### src/rtl/wb_commit_if.sv
// Execute-to-writeback retire bus, data-memory load response and register-file write port.
// master = execute/memory side driving the retire bus, slave = wb_commit.
interface wb_commit_if #(
    parameter int XLEN = 64
);
    logic            in_valid;
    logic            in_ready;
    logic [XLEN-1:0] in_pc;
    logic [XLEN-1:0] in_alu_out;
    logic [4:0]      in_rd;
    logic            in_wen;
    logic            in_memtoreg;
    logic            in_auipc;
    logic            in_jal;
    logic            in_jalr;
    logic [2:0]      in_func3;
    logic [2:0]      in_addr_lo;
    logic            mem_rvalid;
    logic [XLEN-1:0] mem_rdata;
    logic            W_en;
    logic [4:0]      Rd;
    logic [XLEN-1:0] wr_data;
    logic            shift;
    logic [XLEN-1:0] commit_pc;
    logic            err_timeout;
    logic            err_stray;
    logic            err_misalign;

    modport master (
        output in_valid, in_pc, in_alu_out, in_rd, in_wen, in_memtoreg,
               in_auipc, in_jal, in_jalr, in_func3, in_addr_lo,
               mem_rvalid, mem_rdata,
        input  in_ready, W_en, Rd, wr_data, shift, commit_pc,
               err_timeout, err_stray, err_misalign
    );

    modport slave (
        input  in_valid, in_pc, in_alu_out, in_rd, in_wen, in_memtoreg,
               in_auipc, in_jal, in_jalr, in_func3, in_addr_lo,
               mem_rvalid, mem_rdata,
        output in_ready, W_en, Rd, wr_data, shift, commit_pc,
               err_timeout, err_stray, err_misalign
    );
endinterface

### src/rtl/wb_commit.sv
// Writeback/commit sequencer: picks ALU/auipc/link/load data and strobes one commit per retired instr.
// Latency: non-load commits 1 cycle after accept, load commits 1 cycle after mem_rvalid.
// Backpressure: in_ready low only while waiting on a load response (bounded by MEM_TIMEOUT).
module wb_commit #(
    parameter int XLEN        = 64,
    parameter int MEM_TIMEOUT = 16
) (
    input logic       clk,
    input logic       rst,
    wb_commit_if.slave bus
);
    localparam int CW = $clog2(MEM_TIMEOUT);

    localparam logic [1:0] IDLE     = 2'd0;
    localparam logic [1:0] WAIT_MEM = 2'd1;
    localparam logic [1:0] COMMIT   = 2'd2;

    logic [1:0]      state;
    logic [CW-1:0]   cnt;
    logic [XLEN-1:0] pc_q;
    logic [4:0]      rd_q;
    logic            wen_q;
    logic [1:0]      lsize_q;
    logic            lunsigned_q;
    logic [2:0]      off_q;

    logic            accept;
    logic [XLEN-1:0] nl_data;
    logic [XLEN-1:0] shifted;
    logic [XLEN-1:0] ld_data;
    logic [1:0]      in_size;
    logic [2:0]      in_off;
    logic            in_misalign;

    assign bus.in_ready = (state == IDLE) || (state == COMMIT);

    always_comb begin
        accept = bus.in_valid && bus.in_ready;

        if (bus.in_auipc)
            nl_data = bus.in_alu_out + bus.in_pc;
        else if (bus.in_jal || bus.in_jalr)
            nl_data = bus.in_pc + XLEN'(4);
        else
            nl_data = bus.in_alu_out;

        // func3 111 has no defined load; it is handled as a doubleword load and flagged
        in_size = (bus.in_func3 == 3'b111) ? 2'd3 : bus.in_func3[1:0];
        case (in_size)
            2'd0:    in_off = bus.in_addr_lo;
            2'd1:    in_off = {bus.in_addr_lo[2:1], 1'b0};
            2'd2:    in_off = {bus.in_addr_lo[2], 2'b00};
            default: in_off = 3'b000;
        endcase
        in_misalign = (bus.in_func3 == 3'b111) || (in_off != bus.in_addr_lo);

        shifted = bus.mem_rdata >> {off_q, 3'b000};
        case (lsize_q)
            2'd0:    ld_data = lunsigned_q ? {{(XLEN-8){1'b0}}, shifted[7:0]}
                                           : {{(XLEN-8){shifted[7]}}, shifted[7:0]};
            2'd1:    ld_data = lunsigned_q ? {{(XLEN-16){1'b0}}, shifted[15:0]}
                                           : {{(XLEN-16){shifted[15]}}, shifted[15:0]};
            2'd2:    ld_data = lunsigned_q ? {{(XLEN-32){1'b0}}, shifted[31:0]}
                                           : {{(XLEN-32){shifted[31]}}, shifted[31:0]};
            default: ld_data = shifted;
        endcase
    end

    always_ff @(posedge clk) begin
        if (rst) begin
            state            <= IDLE;
            cnt              <= '0;
            pc_q             <= '0;
            rd_q             <= '0;
            wen_q            <= 1'b0;
            lsize_q          <= '0;
            lunsigned_q      <= 1'b0;
            off_q            <= '0;
            bus.W_en         <= 1'b0;
            bus.shift        <= 1'b0;
            bus.Rd           <= '0;
            bus.wr_data      <= '0;
            bus.commit_pc    <= '0;
            bus.err_timeout  <= 1'b0;
            bus.err_stray    <= 1'b0;
            bus.err_misalign <= 1'b0;
        end else begin
            bus.shift <= 1'b0;
            bus.W_en  <= 1'b0;
            if (bus.mem_rvalid && state != WAIT_MEM)
                bus.err_stray <= 1'b1;

            case (state)
                IDLE, COMMIT: begin
                    if (accept && bus.in_memtoreg) begin
                        pc_q        <= bus.in_pc;
                        rd_q        <= bus.in_rd;
                        wen_q       <= bus.in_wen;
                        lsize_q     <= in_size;
                        lunsigned_q <= bus.in_func3[2] && (bus.in_func3 != 3'b111);
                        off_q       <= in_off;
                        cnt         <= '0;
                        if (in_misalign)
                            bus.err_misalign <= 1'b1;
                        state <= WAIT_MEM;
                    end else if (accept) begin
                        bus.shift     <= 1'b1;
                        bus.W_en      <= bus.in_wen && (bus.in_rd != 5'd0);
                        bus.Rd        <= bus.in_rd;
                        bus.wr_data   <= nl_data;
                        bus.commit_pc <= bus.in_pc;
                        state         <= COMMIT;
                    end else begin
                        state <= IDLE;
                    end
                end
                WAIT_MEM: begin
                    // a response on the final allowed cycle still wins over the timeout
                    if (bus.mem_rvalid) begin
                        bus.shift     <= 1'b1;
                        bus.W_en      <= wen_q && (rd_q != 5'd0);
                        bus.Rd        <= rd_q;
                        bus.wr_data   <= ld_data;
                        bus.commit_pc <= pc_q;
                        state         <= COMMIT;
                    end else if (cnt == CW'(MEM_TIMEOUT - 1)) begin
                        bus.err_timeout <= 1'b1;
                        state           <= IDLE;
                    end else begin
                        cnt <= cnt + CW'(1);
                    end
                end
                default: state <= IDLE;
            endcase
        end
    end
endmodule

### src/flat_wrapper.sv
// flat-port wrapper written by rule: the top's interface ports become plain ports
module wb_commit_flat 
#(
    parameter int XLEN        = 64,
    parameter int MEM_TIMEOUT = 16
)
  (clk, rst, bus_in_valid, bus_in_pc, bus_in_alu_out, bus_in_rd, bus_in_wen, bus_in_memtoreg, bus_in_auipc, bus_in_jal, bus_in_jalr, bus_in_func3, bus_in_addr_lo, bus_mem_rvalid, bus_mem_rdata, bus_in_ready, bus_W_en, bus_Rd, bus_wr_data, bus_shift, bus_commit_pc, bus_err_timeout, bus_err_stray, bus_err_misalign);
  wb_commit_if #(.XLEN(XLEN)) bus_i ();
  input logic clk;
  input logic rst;
  input wire logic [$bits(bus_i.in_valid)-1:0] bus_in_valid;
  input wire logic [$bits(bus_i.in_pc)-1:0] bus_in_pc;
  input wire logic [$bits(bus_i.in_alu_out)-1:0] bus_in_alu_out;
  input wire logic [$bits(bus_i.in_rd)-1:0] bus_in_rd;
  input wire logic [$bits(bus_i.in_wen)-1:0] bus_in_wen;
  input wire logic [$bits(bus_i.in_memtoreg)-1:0] bus_in_memtoreg;
  input wire logic [$bits(bus_i.in_auipc)-1:0] bus_in_auipc;
  input wire logic [$bits(bus_i.in_jal)-1:0] bus_in_jal;
  input wire logic [$bits(bus_i.in_jalr)-1:0] bus_in_jalr;
  input wire logic [$bits(bus_i.in_func3)-1:0] bus_in_func3;
  input wire logic [$bits(bus_i.in_addr_lo)-1:0] bus_in_addr_lo;
  input wire logic [$bits(bus_i.mem_rvalid)-1:0] bus_mem_rvalid;
  input wire logic [$bits(bus_i.mem_rdata)-1:0] bus_mem_rdata;
  output wire logic [$bits(bus_i.in_ready)-1:0] bus_in_ready;
  output wire logic [$bits(bus_i.W_en)-1:0] bus_W_en;
  output wire logic [$bits(bus_i.Rd)-1:0] bus_Rd;
  output wire logic [$bits(bus_i.wr_data)-1:0] bus_wr_data;
  output wire logic [$bits(bus_i.shift)-1:0] bus_shift;
  output wire logic [$bits(bus_i.commit_pc)-1:0] bus_commit_pc;
  output wire logic [$bits(bus_i.err_timeout)-1:0] bus_err_timeout;
  output wire logic [$bits(bus_i.err_stray)-1:0] bus_err_stray;
  output wire logic [$bits(bus_i.err_misalign)-1:0] bus_err_misalign;
  assign bus_i.in_valid = bus_in_valid;
  assign bus_i.in_pc = bus_in_pc;
  assign bus_i.in_alu_out = bus_in_alu_out;
  assign bus_i.in_rd = bus_in_rd;
  assign bus_i.in_wen = bus_in_wen;
  assign bus_i.in_memtoreg = bus_in_memtoreg;
  assign bus_i.in_auipc = bus_in_auipc;
  assign bus_i.in_jal = bus_in_jal;
  assign bus_i.in_jalr = bus_in_jalr;
  assign bus_i.in_func3 = bus_in_func3;
  assign bus_i.in_addr_lo = bus_in_addr_lo;
  assign bus_i.mem_rvalid = bus_mem_rvalid;
  assign bus_i.mem_rdata = bus_mem_rdata;
  assign bus_in_ready = bus_i.in_ready;
  assign bus_W_en = bus_i.W_en;
  assign bus_Rd = bus_i.Rd;
  assign bus_wr_data = bus_i.wr_data;
  assign bus_shift = bus_i.shift;
  assign bus_commit_pc = bus_i.commit_pc;
  assign bus_err_timeout = bus_i.err_timeout;
  assign bus_err_stray = bus_i.err_stray;
  assign bus_err_misalign = bus_i.err_misalign;
  wb_commit #(.XLEN(XLEN), .MEM_TIMEOUT(MEM_TIMEOUT)) u_core (.clk(clk), .rst(rst), .bus(bus_i));
endmodule
### config.mk
export PLATFORM = sky130hd
export DESIGN_NAME = wb_commit_flat
export DESIGN_NICKNAME = d
export VERILOG_FILES = /design/src/rtl/wb_commit_if.sv /design/src/rtl/wb_commit.sv /design/src/flat_wrapper.sv
export SDC_FILE = /design/constraint.sdc
export NUM_CORES = 1
export LEC_CHECK = 0
export CAP_MARGIN = 20
export CORE_UTILIZATION = 45
export CTS_BUF_LIST = sky130_fd_sc_hd__clkbuf_16
export CTS_CLUSTER_DIAMETER = 50
export DETAILED_ROUTE_END_ITERATION = 12
export GPL_TIMING_DRIVEN = 0
export PLACE_DENSITY_LB_ADDON = 0.05
export SYNTH_ARGS = -nofsm -noshare
export SYNTH_HDL_FRONTEND = slang
export SYNTH_SLANG_ARGS = --single-unit
### constraint.sdc
create_clock -name clk -period 6.9 [get_ports clk]
set_input_delay 1.035 -clock clk [delete_from_list [all_inputs] [get_ports clk]]
set_output_delay 1.035 -clock clk [all_outputs]
set_load 0.02 [all_outputs]
==> metrics.txt <==
# TYPE chip_impl_metric gauge
chip_impl_info{name="timing.critical_path.from_type",value="input pin"} 1
chip_impl_info{name="critical_register_to_register_path_startpoint",value="u_core.state[0]$_SDFFE_PP0P_"} 1
chip_impl_metric{name="synthesis.nets",unit=""} 2653
chip_impl_metric{name="detail_route.wirelength",unit="um"} 86200
chip_impl_metric{name="grtUsageTotal",unit="%"} 44.1
chip_impl_info{name="timing.hold.worst.class",value="reg2reg"} 1
chip_impl_metric{name="vias_per_cell",unit=""} 6.45
chip_impl_metric{name="avgRoutedWirePerCell",unit="um"} 26.4
chip_impl_metric{name="floorplan.io_pins",unit=""} 351
chip_impl_metric{name="synth_sequential_area_ratio",unit="%"} 26.3
chip_impl_metric{name="fin_nets",unit=""} 3045
chip_impl_info{name="min-delay-start",value="u_core.bus.wr_data[32]$_SDFFE_PP0P_"} 1
chip_impl_metric{name="worstPathRequired",unit="ns"} 7.32
chip_impl_metric{name="max_cap_violations",unit=""} 0
chip_impl_metric{name="clock_latency",unit="ns"} 0.56
chip_impl_metric{name="port_buffers",unit=""} 349
chip_impl_metric{name="crit_path_max_fanout",unit=""} 6
chip_impl_metric{name="yosysWarnings",unit=""} 0
chip_impl_metric{name="synthArstFlopShare",unit="%"} 0
chip_impl_metric{name="register_area",unit="um2"} 4400
chip_impl_metric{name="rr_worst_depth",unit=""} 10
chip_impl_info{name="busiest_metal_layer_after_global_routing",value="met2"} 1
chip_impl_metric{name="detailedRoute.firstIterationViolations",unit=""} 2286
chip_impl_info{name="root_buffer",value="sky130_fd_sc_hd__clkbuf_16"} 1
chip_impl_metric{name="setup_total_negative_slack",unit="ns"} 0
chip_impl_metric{name="die_height",unit="um"} 195
chip_impl_metric{name="die-width",unit="um"} 195
chip_impl_metric{name="placement.cell_area",unit="um2"} 20900
chip_impl_metric{name="worstPathArrival",unit="ns"} 5.36
chip_impl_metric{name="dr_total_vias",unit=""} 21100
chip_impl_metric{name="placementRows",unit=""} 70
chip_impl_metric{name="instances_no_fill",unit=""} 3265
chip_impl_metric{name="pwr_density_cell",unit="nW/um2"} 219
chip_impl_metric{name="antenna_violations_before_repair",unit=""} 2
chip_impl_metric{name="dieArea",unit="um2"} 38000
chip_impl_info{name="cp_cell_sequence",value="clkdlybuf4s50_1 -> ha_1 -> fa_1 -> a211oi_1 -> o21ai_0 -> nand3_1 -> a311oi_1 -> nor4_1 -> o31ai_2 -> xor2_1 -> a21oi_1 -> o31ai_1"} 1
chip_impl_metric{name="post-dp-hpwl",unit="um"} 66900
chip_impl_metric{name="final.min_clock_period",unit="ns"} 4.94
chip_impl_metric{name="cts_made_buffers",unit=""} 35
chip_impl_metric{name="grt_overflow",unit=""} 0
chip_impl_info{name="outcome",value="finished, final reports clean"} 1
chip_impl_info{name="worst_setup_path_startpoint",value="bus_in_pc[0]"} 1
chip_impl_metric{name="leakagePower",unit="nW"} 7.99
chip_impl_metric{name="postCtsSetupRepairBufs",unit=""} 0
chip_impl_metric{name="floorplan.initialDensity",unit="%"} 45.7
chip_impl_metric{name="stdcell_area",unit="um2"} 22200
chip_impl_metric{name="timing.final.crit_share",unit="%"} 71.6
chip_impl_info{name="synth_ff_type",value="sky130_fd_sc_hd__dfxtp_1"} 1
chip_impl_metric{name="sinks_on_the_clock_net",unit=""} 220
chip_impl_info{name="setup.worst_path.end_class",value="register"} 1
chip_impl_metric{name="max-slew-margin-rel",unit="%"} 12.4
chip_impl_metric{name="maximum_clock_skew_at_final_layout",unit="ns"} 0.00803
chip_impl_metric{name="r2r_slack",unit="ns"} 3.26
chip_impl_metric{name="post_synth_instance_area",unit="um2"} 16700
chip_impl_metric{name="mapped_cells",unit=""} 2375
chip_impl_info{name="timing.rr.end",value="u_core.bus.wr_data[29]$_SDFFE_PP0P_"} 1
chip_impl_metric{name="max_slew.worst_pin.slew",unit="ns"} 1.31
chip_impl_metric{name="fmax",unit="MHz"} 202
chip_impl_metric{name="gr-usage-met3",unit="%"} 9.16
chip_impl_metric{name="synth.ff_latch_count",unit=""} 220
chip_impl_metric{name="grt_pass1_vias",unit=""} 19900
chip_impl_metric{name="area_inside_the_core_boundary",unit="um2"} 36600
chip_impl_info{name="min_to",value="u_core.bus.wr_data[32]$_SDFFE_PP0P_"} 1
chip_impl_metric{name="cts-htree-levels",unit=""} 2
chip_impl_metric{name="finalSetupViolCount",unit=""} 0
chip_impl_metric{name="dp_cells",unit=""} 3196
chip_impl_metric{name="path_clk_slew",unit="ns"} 0.06
chip_impl_metric{name="synth_enable_flop_cells",unit=""} 0
chip_impl_metric{name="timing.critical_path.slowest_cell_delay",unit="ns"} 0.81
chip_impl_metric{name="synth_cell_type_count",unit=""} 90
chip_impl_info{name="rsz_0062_raised_after_global_routing",value="no"} 1
chip_impl_info{name="clock_tree_from_tritoncts",value="built"} 1
chip_impl_metric{name="finalHoldWorstSlack",unit="ns"} 0.451
chip_impl_metric{name="grt_max_degree",unit=""} 14
chip_impl_info{name="crit_path_top_delay_cell",value="sky130_fd_sc_hd__nor4_1"} 1
chip_impl_metric{name="hold_buffers",unit=""} 0
chip_impl_metric{name="wire_length_of_the_first_global_routing_pass",unit="um"} 126000
chip_impl_metric{name="multiInputGateArea",unit="um2"} 11500
chip_impl_info{name="layout.cells.most_common",value="sky130_fd_sc_hd__nand2_1"} 1
chip_impl_metric{name="ctsLongestPathBuffers",unit=""} 3
chip_impl_metric{name="first_drt_pass_iteration_count",unit=""} 6
chip_impl_metric{name="post-route-drc-count",unit=""} 0
chip_impl_metric{name="cts_resized",unit=""} 0
chip_impl_metric{name="final_max_slew_viol_count",unit=""} 0
chip_impl_metric{name="ir_worst_vdd",unit="mV"} 0.204
chip_impl_metric{name="groute.layer.met1.usage",unit="%"} 55.7
chip_impl_metric{name="post_synth.cell_area_avg",unit="um2"} 7.05
chip_impl_info{name="cp_top_family",value="compound AO/OA/AOI/OAI gates"} 1
chip_impl_metric{name="hold_path_depth",unit=""} 2
chip_impl_metric{name="grt.met2_usage",unit="%"} 70.4
chip_impl_metric{name="layout.filler_cells",unit=""} 3373
chip_impl_metric{name="post_route_cells_drive_above_1_share",unit="%"} 4.62
chip_impl_metric{name="antenna_left",unit=""} 0
chip_impl_info{name="most_frequent_cells_in_the_layout",value="481 x sky130_fd_sc_hd__nand2_1, 349 x sky130_fd_sc_hd__clkdlybuf4s50_1, 281 x sky130_fd_sc_hd__a21oi_1"} 1
chip_impl_metric{name="path_buf_inv",unit=""} 1
chip_impl_metric{name="syn_to_final_growth",unit="%"} 32.5
chip_impl_info{name="setup.worst_path.class",value="in2reg"} 1
chip_impl_metric{name="globalplace.congestion",unit=""} 1.04
chip_impl_metric{name="report.final.hold_viol_count",unit=""} 0
[through the flow]
stage                     total power, mW  utilization (%)  setup WS, ns
after global routing                 4.98             60.6          1.93
after floorplan                      2.19                -          3.25
after CTS                            4.80             60.5          2.18
after global placement               2.82             56.9          1.67
after detailed placement             2.85             57.0          1.63
final                                4.85             60.6          1.96
[where the power goes]
part	switching, mW	internal, mW
Combinational	0.903	0.546
Sequential	0.0696	1.36
Clock	0.749	1.22
Total	1.72	3.13
[cells in the mapped netlist (48+ instances only)]
| cell type | number | share of area (%) |
|---|---|---|
| sky130_fd_sc_hd__ha_1 | 65 | 4.9 |
| sky130_fd_sc_hd__xnor2_1 | 56 | 2.9 |
| sky130_fd_sc_hd__a211oi_1 | 59 | 2.6 |
| sky130_fd_sc_hd__clkbuf_1 | 149 | 3.3 |
| sky130_fd_sc_hd__dfxtp_1 | 220 | 26 |
| sky130_fd_sc_hd__nor2_1 | 230 | 5.2 |
| sky130_fd_sc_hd__a311oi_1 | 75 | 3.9 |
| sky130_fd_sc_hd__nand3_1 | 56 | 1.7 |
| sky130_fd_sc_hd__a21oi_1 | 281 | 8.4 |
| sky130_fd_sc_hd__xor2_1 | 48 | 2.5 |
| sky130_fd_sc_hd__nand2_1 | 481 | 11 |
| sky130_fd_sc_hd__o21ai_0 | 122 | 3.6 |
[sequential cells by signal, summed over array words and instances (netlist names)]
register	flops
u_core.bus.err_timeout	1
u_core.lunsigned_q	1
u_core.lsize_q	2
u_core.bus.W_en	1
u_core.bus.err_misalign	1
u_core.bus.err_stray	1
u_core.cnt	4
u_core.bus.commit_pc	64
u_core.rd_q	5
u_core.bus.wr_data	64
u_core.state	2
u_core.pc_q	64
u_core.off_q	3
u_core.bus.shift	1
u_core.wen_q	1
u_core.bus.Rd	5
[tightest hold or removal path: cells and delay by family, from the launching register on]
family	cells	cell delay [ns]
simple gates	2	0.09
flops	1	0.31
[area by class of cell]
type | instances | area share [%]
inverter | 34 | 0.575
sequential | 220 | 19.9
tap | 468 | 2.64
antenna | 4 | 0.0451
clock inverter | 26 | 1.58
buffer | 182 | 3.29
clock buffer | 37 | 4.17
timing repair buffer | 355 | 16.1
multi-input combinational | 1939 | 51.7
[layer usage]
metal  up-vias  part of all wire, %
met5         -                0.014
met4         2                  5.2
met3       261                   11
met2      1343                   45
met1     10100                   39
li1       9411                    -
[logic make-up after synthesis]
| group | Yosys count | synth area share [%] |
|---|---|---|
| AND/OR/NAND/NOR | 952 | 24.8 |
| AO/OA/AOI/OAI | 748 | 28.8 |
| flip-flops | 220 | 26.3 |
| buffers and inverters | 216 | 5.13 |
| XOR/XNOR | 104 | 5.44 |
| multiplexers | 69 | 4.60 |
| adder cells (fa/ha/maj) | 66 | 4.98 |
[worst max path at each step]
| stage | endpoint | slack [ns] | depth (start not counted) |
|---|---|---|---|
| final | u_core.bus.wr_data[58]$_SDFFE_PP0P_ | 1.96 | 12 |
| after CTS | u_core.bus.wr_data[58]$_SDFFE_PP0P_ | 2.18 | 12 |
| after detailed placement | u_core.bus.wr_data[58]$_SDFFE_PP0P_ | 1.63 | 12 |
| after global routing | u_core.bus.wr_data[58]$_SDFFE_PP0P_ | 1.93 | 12 |
| after global placement | u_core.bus.wr_data[58]$_SDFFE_PP0P_ | 1.67 | 12 |
| after floorplan | u_core.bus.wr_data[56]$_SDFFE_PP0P_ | 3.25 | 11 |
(Power assumes the default switching activity.)
